==> config.mk <==
export PLATFORM = sky130hd
export DESIGN_NAME = imem_loader
export DESIGN_NICKNAME = d
export VERILOG_FILES = /design/src/rtl/imem_loader_pkg.sv /design/src/rtl/imem_loader_byte_packer.sv /design/src/rtl/imem_loader.sv
export SDC_FILE = /design/constraint.sdc
export NUM_CORES = 2
export LEC_CHECK = 0
export BUFFER_PORTS_ARGS = -buffer_cell sky130_fd_sc_hd__buf_2
export CORE_MARGIN = 2
export CORE_UTILIZATION = 51
export CTS_BUF_LIST = sky130_fd_sc_hd__clkbuf_16
export DETAILED_ROUTE_END_ITERATION = 6
export PLACE_DENSITY = 0.66
export SLEW_MARGIN = 10
export SYNTH_ARGS = -nofsm -noshare
export SYNTH_HDL_FRONTEND = slang
export SYNTH_HIERARCHICAL = 1
export SYNTH_SLANG_ARGS = --single-unit
==> constraint.sdc <==
create_clock -name clk -period 17 [get_ports clk]
set_clock_uncertainty 0.15 [all_clocks]
set_input_delay 0 -clock clk [delete_from_list [all_inputs] [get_ports clk]]
set_output_delay 0 -clock clk [all_outputs]
set_load 0.01 [all_outputs]
==> src/rtl/imem_loader_pkg.sv <==
// imem_loader_pkg: state encodings, fault word and lane order shared by
// the instruction memory loader and its byte packer.
package imem_loader_pkg;

  localparam logic [1:0] ST_RUN   = 2'd0;
  localparam logic [1:0] ST_LOAD  = 2'd1;
  localparam logic [1:0] ST_DRAIN = 2'd2;

  localparam logic [31:0] IMEM_ILLOP = 32'hFFFF_FFFF;

  // First byte of a word lands in bits [31:24] when set.
  localparam bit BYTE_LANE_BE = 1'b1;

  typedef struct packed {
    logic [31:0] id;
    logic        valid;
    logic        fault;
  } fetch_t;

  function automatic logic [31:0] lane_order(input logic [31:0] w);
    return BYTE_LANE_BE ? w : {w[7:0], w[15:8], w[23:16], w[31:24]};
  endfunction

endpackage

==> src/rtl/imem_loader_byte_packer.sv <==
// imem_loader_byte_packer: gathers serial bytes into 32-bit words and
// zero-pads a trailing partial word on flush.
module imem_loader_byte_packer
  import imem_loader_pkg::*;
(
  input  logic        clk,
  input  logic        reset,
  input  logic        clear_i,
  input  logic        shift_i,
  input  logic        flush_i,
  input  logic [7:0]  byte_i,
  output logic [31:0] word_o,
  output logic        done_o,
  output logic        pend_o
);

  logic [1:0]  cnt_q, cnt_d;
  logic [23:0] sr_q, sr_d;
  logic [31:0] word;

  always_comb begin
    cnt_d  = cnt_q;
    sr_d   = sr_q;
    word   = {sr_q, byte_i};
    done_o = 1'b0;
    if (clear_i) begin
      cnt_d = '0;
      sr_d  = '0;
    end else if (flush_i) begin
      cnt_d  = '0;
      sr_d   = '0;
      done_o = cnt_q != 2'd0;
      case (cnt_q)
        2'd1:    word = {sr_q[7:0], 24'h0};
        2'd2:    word = {sr_q[15:0], 16'h0};
        default: word = {sr_q[23:0], 8'h0};
      endcase
    end else if (shift_i) begin
      cnt_d  = cnt_q + 2'd1;
      sr_d   = {sr_q[15:0], byte_i};
      done_o = cnt_q == 2'd3;
    end
  end

  assign word_o = lane_order(word);
  assign pend_o = cnt_d != 2'd0;

  always_ff @(posedge clk) begin
    if (reset) begin
      cnt_q <= '0;
      sr_q  <= '0;
    end else begin
      cnt_q <= cnt_d;
      sr_q  <= sr_d;
    end
  end

endmodule

==> src/rtl/imem_loader.sv <==
// imem_loader: writable instruction memory with registered fetch and a
// byte-serial loader FSM. IMEM_CHECKSUM_EN enables the committed-word checksum.
module imem_loader
  import imem_loader_pkg::*;
#(
  parameter int          DEPTH      = 128,
  parameter int          PC_W       = 32,
  parameter logic [31:0] ILLOP_WORD = IMEM_ILLOP,
  parameter string       INIT_FILE  = ""
) (
  input  logic                   clk,
  input  logic                   reset,
  input  logic [PC_W-1:0]        pc,
  input  logic                   fetch_en,
  output logic [31:0]            id,
  output logic                   id_valid,
  output logic                   id_fault,
  input  logic                   load_start,
  input  logic                   load_end,
  input  logic [7:0]             byte_in,
  input  logic                   byte_valid,
  output logic                   byte_ready,
  output logic                   busy,
  output logic                   load_err,
  output logic [$clog2(DEPTH):0] words_loaded,
  output logic [31:0]            checksum
);

  localparam int AW = $clog2(DEPTH);
  localparam int CW = AW + 1;

  logic [31:0]   mem [DEPTH];
  logic [1:0]    state_q, state_d;
  logic [CW-1:0] wr_ptr_q, wr_ptr_d;
  logic          err_q, err_d;
  fetch_t        fetch_q, fetch_d;
  logic          xfer, flush, full, we;
  logic          pk_done, pk_pend, pc_fault;
  logic [31:0]   pk_word;

  assign byte_ready   = state_q == ST_LOAD;
  assign busy         = state_q != ST_RUN;
  assign xfer         = byte_valid & byte_ready;
  assign flush        = state_q == ST_DRAIN;
  assign full         = wr_ptr_q == CW'(DEPTH);
  assign we           = pk_done & ~full;
  assign load_err     = err_q;
  assign words_loaded = wr_ptr_q;
  assign id           = fetch_q.id;
  assign id_valid     = fetch_q.valid;
  assign id_fault     = fetch_q.fault;

  imem_loader_byte_packer u_pack (
    .clk     (clk),
    .reset   (reset),
    .clear_i (load_start),
    .shift_i (xfer),
    .flush_i (flush),
    .byte_i  (byte_in),
    .word_o  (pk_word),
    .done_o  (pk_done),
    .pend_o  (pk_pend)
  );

  // pk_pend already accounts for a byte accepted alongside load_end.
  always_comb begin
    state_d  = state_q;
    wr_ptr_d = wr_ptr_q;
    err_d    = err_q;
    if (load_start) begin
      state_d  = ST_LOAD;
      wr_ptr_d = '0;
      err_d    = 1'b0;
    end else begin
      case (state_q)
        ST_LOAD:  if (load_end) state_d = pk_pend ? ST_DRAIN : ST_RUN;
        ST_DRAIN: state_d = ST_RUN;
        default:  state_d = state_q;
      endcase
      if (pk_done) begin
        if (full) err_d = 1'b1;
        else      wr_ptr_d = wr_ptr_q + CW'(1);
      end
    end
  end

  assign pc_fault = (pc[1:0] != 2'b00) || (pc[PC_W-1:AW+2] != '0);

  always_comb begin
    fetch_d       = fetch_q;
    fetch_d.valid = 1'b0;
    fetch_d.fault = 1'b0;
    if (state_q == ST_RUN && fetch_en) begin
      fetch_d.valid = 1'b1;
      fetch_d.fault = pc_fault;
      fetch_d.id    = pc_fault ? ILLOP_WORD : mem[pc[AW+1:2]];
    end
  end

  always_ff @(posedge clk) begin
    if (reset) begin
      state_q  <= ST_RUN;
      wr_ptr_q <= '0;
      err_q    <= 1'b0;
      fetch_q  <= '0;
    end else begin
      state_q  <= state_d;
      wr_ptr_q <= wr_ptr_d;
      err_q    <= err_d;
      fetch_q  <= fetch_d;
    end
  end

  always_ff @(posedge clk) begin
    if (we) mem[wr_ptr_q[AW-1:0]] <= pk_word;
  end

`ifdef IMEM_CHECKSUM_EN
  logic [31:0] sum_q, sum_d;

  always_comb begin
    sum_d = sum_q;
    if (load_start) sum_d = '0;
    else if (we)    sum_d = sum_q + pk_word;
  end

  always_ff @(posedge clk) begin
    if (reset) sum_q <= '0;
    else       sum_q <= sum_d;
  end

  assign checksum = sum_q;
`else
  assign checksum = 32'd0;
`endif

endmodule

=== After elaboration in Yosys (flattened, before gate mapping) ===
Memories as Yosys holds them, arrays and structs flattened.
Cells that the tools add are included.

* Bitwise logic cells: 4
* Mux-type cells: 17
* Reduce and logical (&&, ||, !) cells: 17
* Equal/unequal tests: 8
* Add/subtract/negate cells: 2

{| class="wikitable"
|+ Operators by type and width
! kind !! count
|-
| $mux 32 || 3
|-
| $pmux 32 s2 || 1
|-
| $reduce_bool 23->1 || 1
|-
| $mux 2 || 6
|-
| $reduce_bool 2->1 || 5
|-
| $add 8x1->8 const B || 1
|-
| $eq 8x8->1 const B || 1
|-
| $reduce_and 2->1 || 4
|-
| $eq 2x2->1 const B || 3
|-
| $mux 1 || 6
|-
| $eq 2x1->1 const B || 2
|-
| $pmux 2 s2 || 1
|-
| $reduce_or 2->1 || 2
|-
| $ne 3x3->1 const B || 1
|-
| $reduce_bool 3->1 || 1
|-
| $reduce_or 3->1 || 1
|-
| $add 2x1->2 const B || 1
|-
| $and 1x1->1 || 2
|-
| $logic_not 2->1 || 1
|-
| $ne 2x2->1 const B || 1
|-
| $not 1->1 || 2
|-
| $logic_and 1x1->1 || 1
|-
| $logic_or 1x1->1 || 1
|}

* Register bits: 71
* RAM bits: 4096
* Word-level logic and storage cells: 58
* Memories: 1
* Output and inout bits: 77

{| class="wikitable"
|+ Memories
! name !! depth !! bits a word !! rd ports !! clocked after Yosys merged registers in !! write ports !! RTL line !! text
|-
| mem || 128 || 32 || 1 || 0 || 1 || imem_loader.sv:32 || <nowiki>logic [31:0] mem [DEPTH];</nowiki>
|}

=== Longest topological paths before layout ===
* Word-level depth: 10
* Depth in mapped cells: 12
* Mapped depth without buffers: 10

=== Cells and area by module ===
Netlist, hierarchy kept.

{| class="wikitable"
|+ By module, submodules not included
! module !! cells an instance !! area an instance (um^2) !! times used
|-
| imem_loader || 7090 || 158842.3 || 1
|-
| imem_loader_byte_packer || 161 || 1510.2 || 1
|}

=== Worst setup path before layout ===
OpenSTA, ideal clock, no wires.

* Kind: register to register
* From: register u_pack.cnt_q[0]
* To: memory mem[0][16] (data pin)
* Setup slack: 11013 ps
* Setup time: 921 ps
* Clock period less this slack: 5987 ps
* Data arrival time: 4916 ps
* Path buffers: 2
* Stages on the path, launching flop included: 7
* Required time: 15929 ps
* Cells stage by stage: dfxtp_1 -> inv_1 -> ha_1 -> and3b_1 -> buf_6 -> buf_4 -> mux2i_1

* Longest elaborated chain between the ends: 4
* Elaborated cells on any way between the ends: 5

{| class="wikitable"
|+ RTL lines
! item !! RTL line !! text
|-
| start: declaration || imem_loader_byte_packer.sv:17 || <nowiki>logic [1:0] cnt_q, cnt_d;</nowiki>
|-
| start signal: assignment || imem_loader_byte_packer.sv:53 || <nowiki>cnt_q <= cnt_d;</nowiki>
|-
| $eq 2x2->1 or $eq 2x1->1 (tied branches) || imem_loader_byte_packer.sv:33 || <nowiki>case (cnt_q)</nowiki>
|-
| $pmux 32 s2 * || imem_loader_byte_packer.sv:33 ||
|-
| $mux 32 * || imem_loader_byte_packer.sv:29 || <nowiki>end else if (flush_i) begin</nowiki>
|-
| $mux 32 * || imem_loader_byte_packer.sv:26 || <nowiki>if (clear_i) begin</nowiki>
|-
| named net pk_word[16] || imem_loader.sv:39 || <nowiki>logic [31:0] pk_word;</nowiki>
|-
| end: declaration || imem_loader.sv:32 ||
|}

The timed path passes the listed nets; every way through them passes the cells marked *.

=== Worst setup path in the final report ===
* From: input pc[3]
* To: register fetch_q (netlist bit id[3])

* Longest elaborated chain between the ends: 2

{| class="wikitable"
|+ RTL lines
! item !! RTL line !! text
|-
| start: declaration || imem_loader.sv:13 || <nowiki>input logic [PC_W-1:0] pc,</nowiki>
|-
| $mem_v2 128x32 || -- ||
|-
| $mux 32 || imem_loader.sv:96 || <nowiki>fetch_d.id = pc_fault ? ILLOP_WORD : mem[pc[AW+1:2]];</nowiki>
|-
| end signal: assignment || imem_loader.sv:110 || <nowiki>fetch_q <= fetch_d;</nowiki>
|-
| end: declaration || imem_loader.sv:36 || <nowiki>fetch_t fetch_q, fetch_d;</nowiki>
|}

No other way between the ends.
A chain may end at the register's enable or synchronous reset.

==> results_dict.tcl <==
set metrics [dict create \
    synth_simple_gate_area_share_pct 1.56 \
    multi_input_area_um2 34700 \
    critPathCaptureType "flop" \
    area_delta_synth_final_pct 12.7 \
    num-nets-final 7733 \
    setup_tns_ns 0 \
    ios 123 \
    drive_above_1_share_pct 26.1 \
    synth_xor_area_share_pct 0.0437 \
    synth_area_um2 160000 \
    synth_warnings 6 \
    finalHoldViolations 0 \
    fin_crit_sh_pct 31.1 \
    avgSynthCellArea_um2 22.1 \
    clock_path_buffers 4 \
    cts_max_level 5 \
    clock_latency_ns 1.00 \
    p_per_area_nw_per_um2 114 \
    core_um2 312000 \
    seq_area_um2 124000 \
    drt-pass1-iter-count 7 \
    die_w_um 565 \
    fillers 22200 \
    drcViolationCount 1 \
    ant_nets 0 \
    cts-root-buf "clkbuf_16" \
    static-leakage-power_nw 60.4 \
    slew_viol_final 0 \
    maxCapViolCount 0 \
    drt_iter0_markers 10900 \
    fmax_mhz 189 \
    ys_types 53 \
    ys_seq_area_share_pct 77.6 \
    gp_congestion 0.820 \
    cts-buffers-inserted 410 \
    layout.core_utilization_pct 57.8 \
    drt_wl_total_um 417000 \
    violations "design-rule violations" \
    finalSetupViolCount 0 \
    dieArea_um2 319000 \
    power.total_mw 20.6 \
    die_y_um 565 \
    synth_edf_count 4096 \
    start_kind "input port" \
    dp_hpwl_um 232000 \
    synth_compound_area_share_pct 2.22 \
    grt-ovfl-total 0 \
    initial_core_util_pct 51.3 \
    synth_top_family_by_area "multiplexers" \
    cts_tree "built" \
    io_buffer_count 90 \
    status "complete, but fails checks" \
    synth_ff_type "edfxtp_1" \
    ys_ff_latch 4167 \
    synth_fa_ha_area_share_pct 0.0468 \
    critical_path_class "input port to flop" \
    rsz0062_at_grt "false" \
    grt_pass1_vias 77700 \
    irDropWorstVdd_uv 84.3 \
    synth.mux.area_fraction_pct 16.9 \
    grt_start_max_net_pins 107 \
    hold_path_class "input port to flop" \
    async_reset_ff_share_pct 0 \
    rows 205 \
    grt_pass1_wl_um 586000 \
    worst_slew_pin_slew_ns 1.30 \
    path_clk_slew_ns 0.06 \
    critical_path_arrival_ns 5.99 \
    dpl_cell_area_um2 167000 \
    period_needed_ns 5.29 \
    cts.sinks 4167 \
    crit_path_max_fanout 67 \
    dp.cells 11300 \
    design_area_um2 181000 \
    worst_slack_ns 11.71 \
    slew-limit-headroom_pct 13.2 \
    cts_resized 0 \
    track_usage_pct 26.1 \
    syn_inst 7251 \
    routed_via_density 6.40 \
    fin_cells 12200 \
    required_ns 17.70 \
    antenna_found_initial 20 \
    wire_per_inst_um 34.2 \
    via_count 77900 \
    whs_ns 0.0582 \
    pre_cts_slack_ns 11.10 \
]
cell families after synthesis:
| group | count (synthesis) |
|---|---|
| other | 1 |
| buffers and inverters | 456 |
| muxes | 1538 |
| DFF | 4167 |
| xor gates and xnor gates | 8 |
| and+or+nand+nor | 559 |
| adders and majority gates | 6 |
| AOI/OAI and AO/OA | 516 |
sequential cells by signal, indices dropped and copies added (netlist names), 2 cells and up:
register      count
words_loaded      8
u_pack/sr_q      24
id               32
mem            4096
u_pack/cnt_q      2
state_q           2
worst max-delay path, cell delays in order:
cell and delay [ns]:
dlygate4sd3_1 0.56, buf_8 0.39, buf_12 0.43, buf_4 0.84, buf_4 0.72, mux4_2 0.61
nand2_1 0.08, a31oi_1 0.10, a31oi_1 1.03, a311oi_1 0.22, dlygate4sd3_1 0.62
worst paths after layout:
check / from / slack, ns / cells past startpoint / to
max: pc[3] / 11.71 / 11 / id[3]
min: load_start / 0.06 / 4 / load_err
max reg2reg: state_q[0] / 12.18 / 10 / mem[3][24]
min reg2reg: load_err / 0.31 / 2 / load_err
cell usage in the layout (no fill, tap or decap), types with 25 or more instances in the layout:
cell and n:
edfxtp_1 4096, mux4_2 933, mux2i_1 537, clkbuf_16 413
buf_4 265, a22oi_1 174, nor2_1 128, nor2_4 128
inv_1 114, nand2_1 114, clkinv_1 109, a21oi_1 86
buf_2 85, dfxtp_1 71, clkinv_2 68, dlygate4sd3_1 61
mux2_2 52, o22ai_1 39, nand2b_1 35, o21ai_0 33
conb_1 32, nand3_1 31, o211ai_1 31, bufinv_16 31
nor3_1 27, a221oi_1 25
metal layers:
metal	vias to the layer above	GRT usage [%]	wire length, µm	share of wire, %
li1	31300	-	-	-
met1	41900	37.8	166000	40
met2	4046	40.7	197000	47
met3	601	4.63	39000	9.4
met4	10	8.82	14900	3.6
met5	-	0	335	0.080
timing repair:
action / in CTS / in global routing
endpoints found under the hold margin: 378 / 0
hold buffers: 61 / 0
setup buffers: 0 / 0
Yosys cell counts (23+ instances only):
cell type | number | area share (%)
mux2i_1 | 545 | 3.4
a32oi_1 | 24 | 0.13
a221oi_1 | 25 | 0.14
nand3_1 | 35 | 0.11
clkbuf_1 | 139 | 0.33
o22ai_1 | 39 | 0.15
buf_1 | 26 | 0.061
o211ai_1 | 31 | 0.15
mux4_2 | 933 | 13
nor3_1 | 28 | 0.087
a21oi_1 | 86 | 0.27
a211oi_1 | 24 | 0.11
o31a_1 | 24 | 0.13
nand2_1 | 118 | 0.28
a22oi_1 | 174 | 0.81
buf_2 | 150 | 0.47
dfxtp_1 | 71 | 0.89
buf_6 | 35 | 0.25
edfxtp_1 | 4096 | 77
buf_4 | 80 | 0.37
nand2b_1 | 37 | 0.14
mux2_2 | 56 | 0.39
nor2_1 | 257 | 0.60
o21ai_0 | 33 | 0.10
o21ai_1 | 23 | 0.072
report_power, final:
part,leakage (nW),internal (mW),switching (mW),total (mW)
sequential,40.9,11.2,0.0179,11.2
combinational,12.8,0.234,0.429,0.663
clock,6.72,4.90,3.86,8.76
layout make-up:
type | instances | share of cell area, %
flip-flops and latches | 4167 | 68.8
multi-input cells | 2659 | 19.2
clock buffers | 413 | 5.72
well taps | 4140 | 2.87
repair buffers | 425 | 1.82
clock inverters | 344 | 1.48
inverters | 18 | 0.0374
diodes | 13 | 0.0180
(Power assumes the default switching activity.)
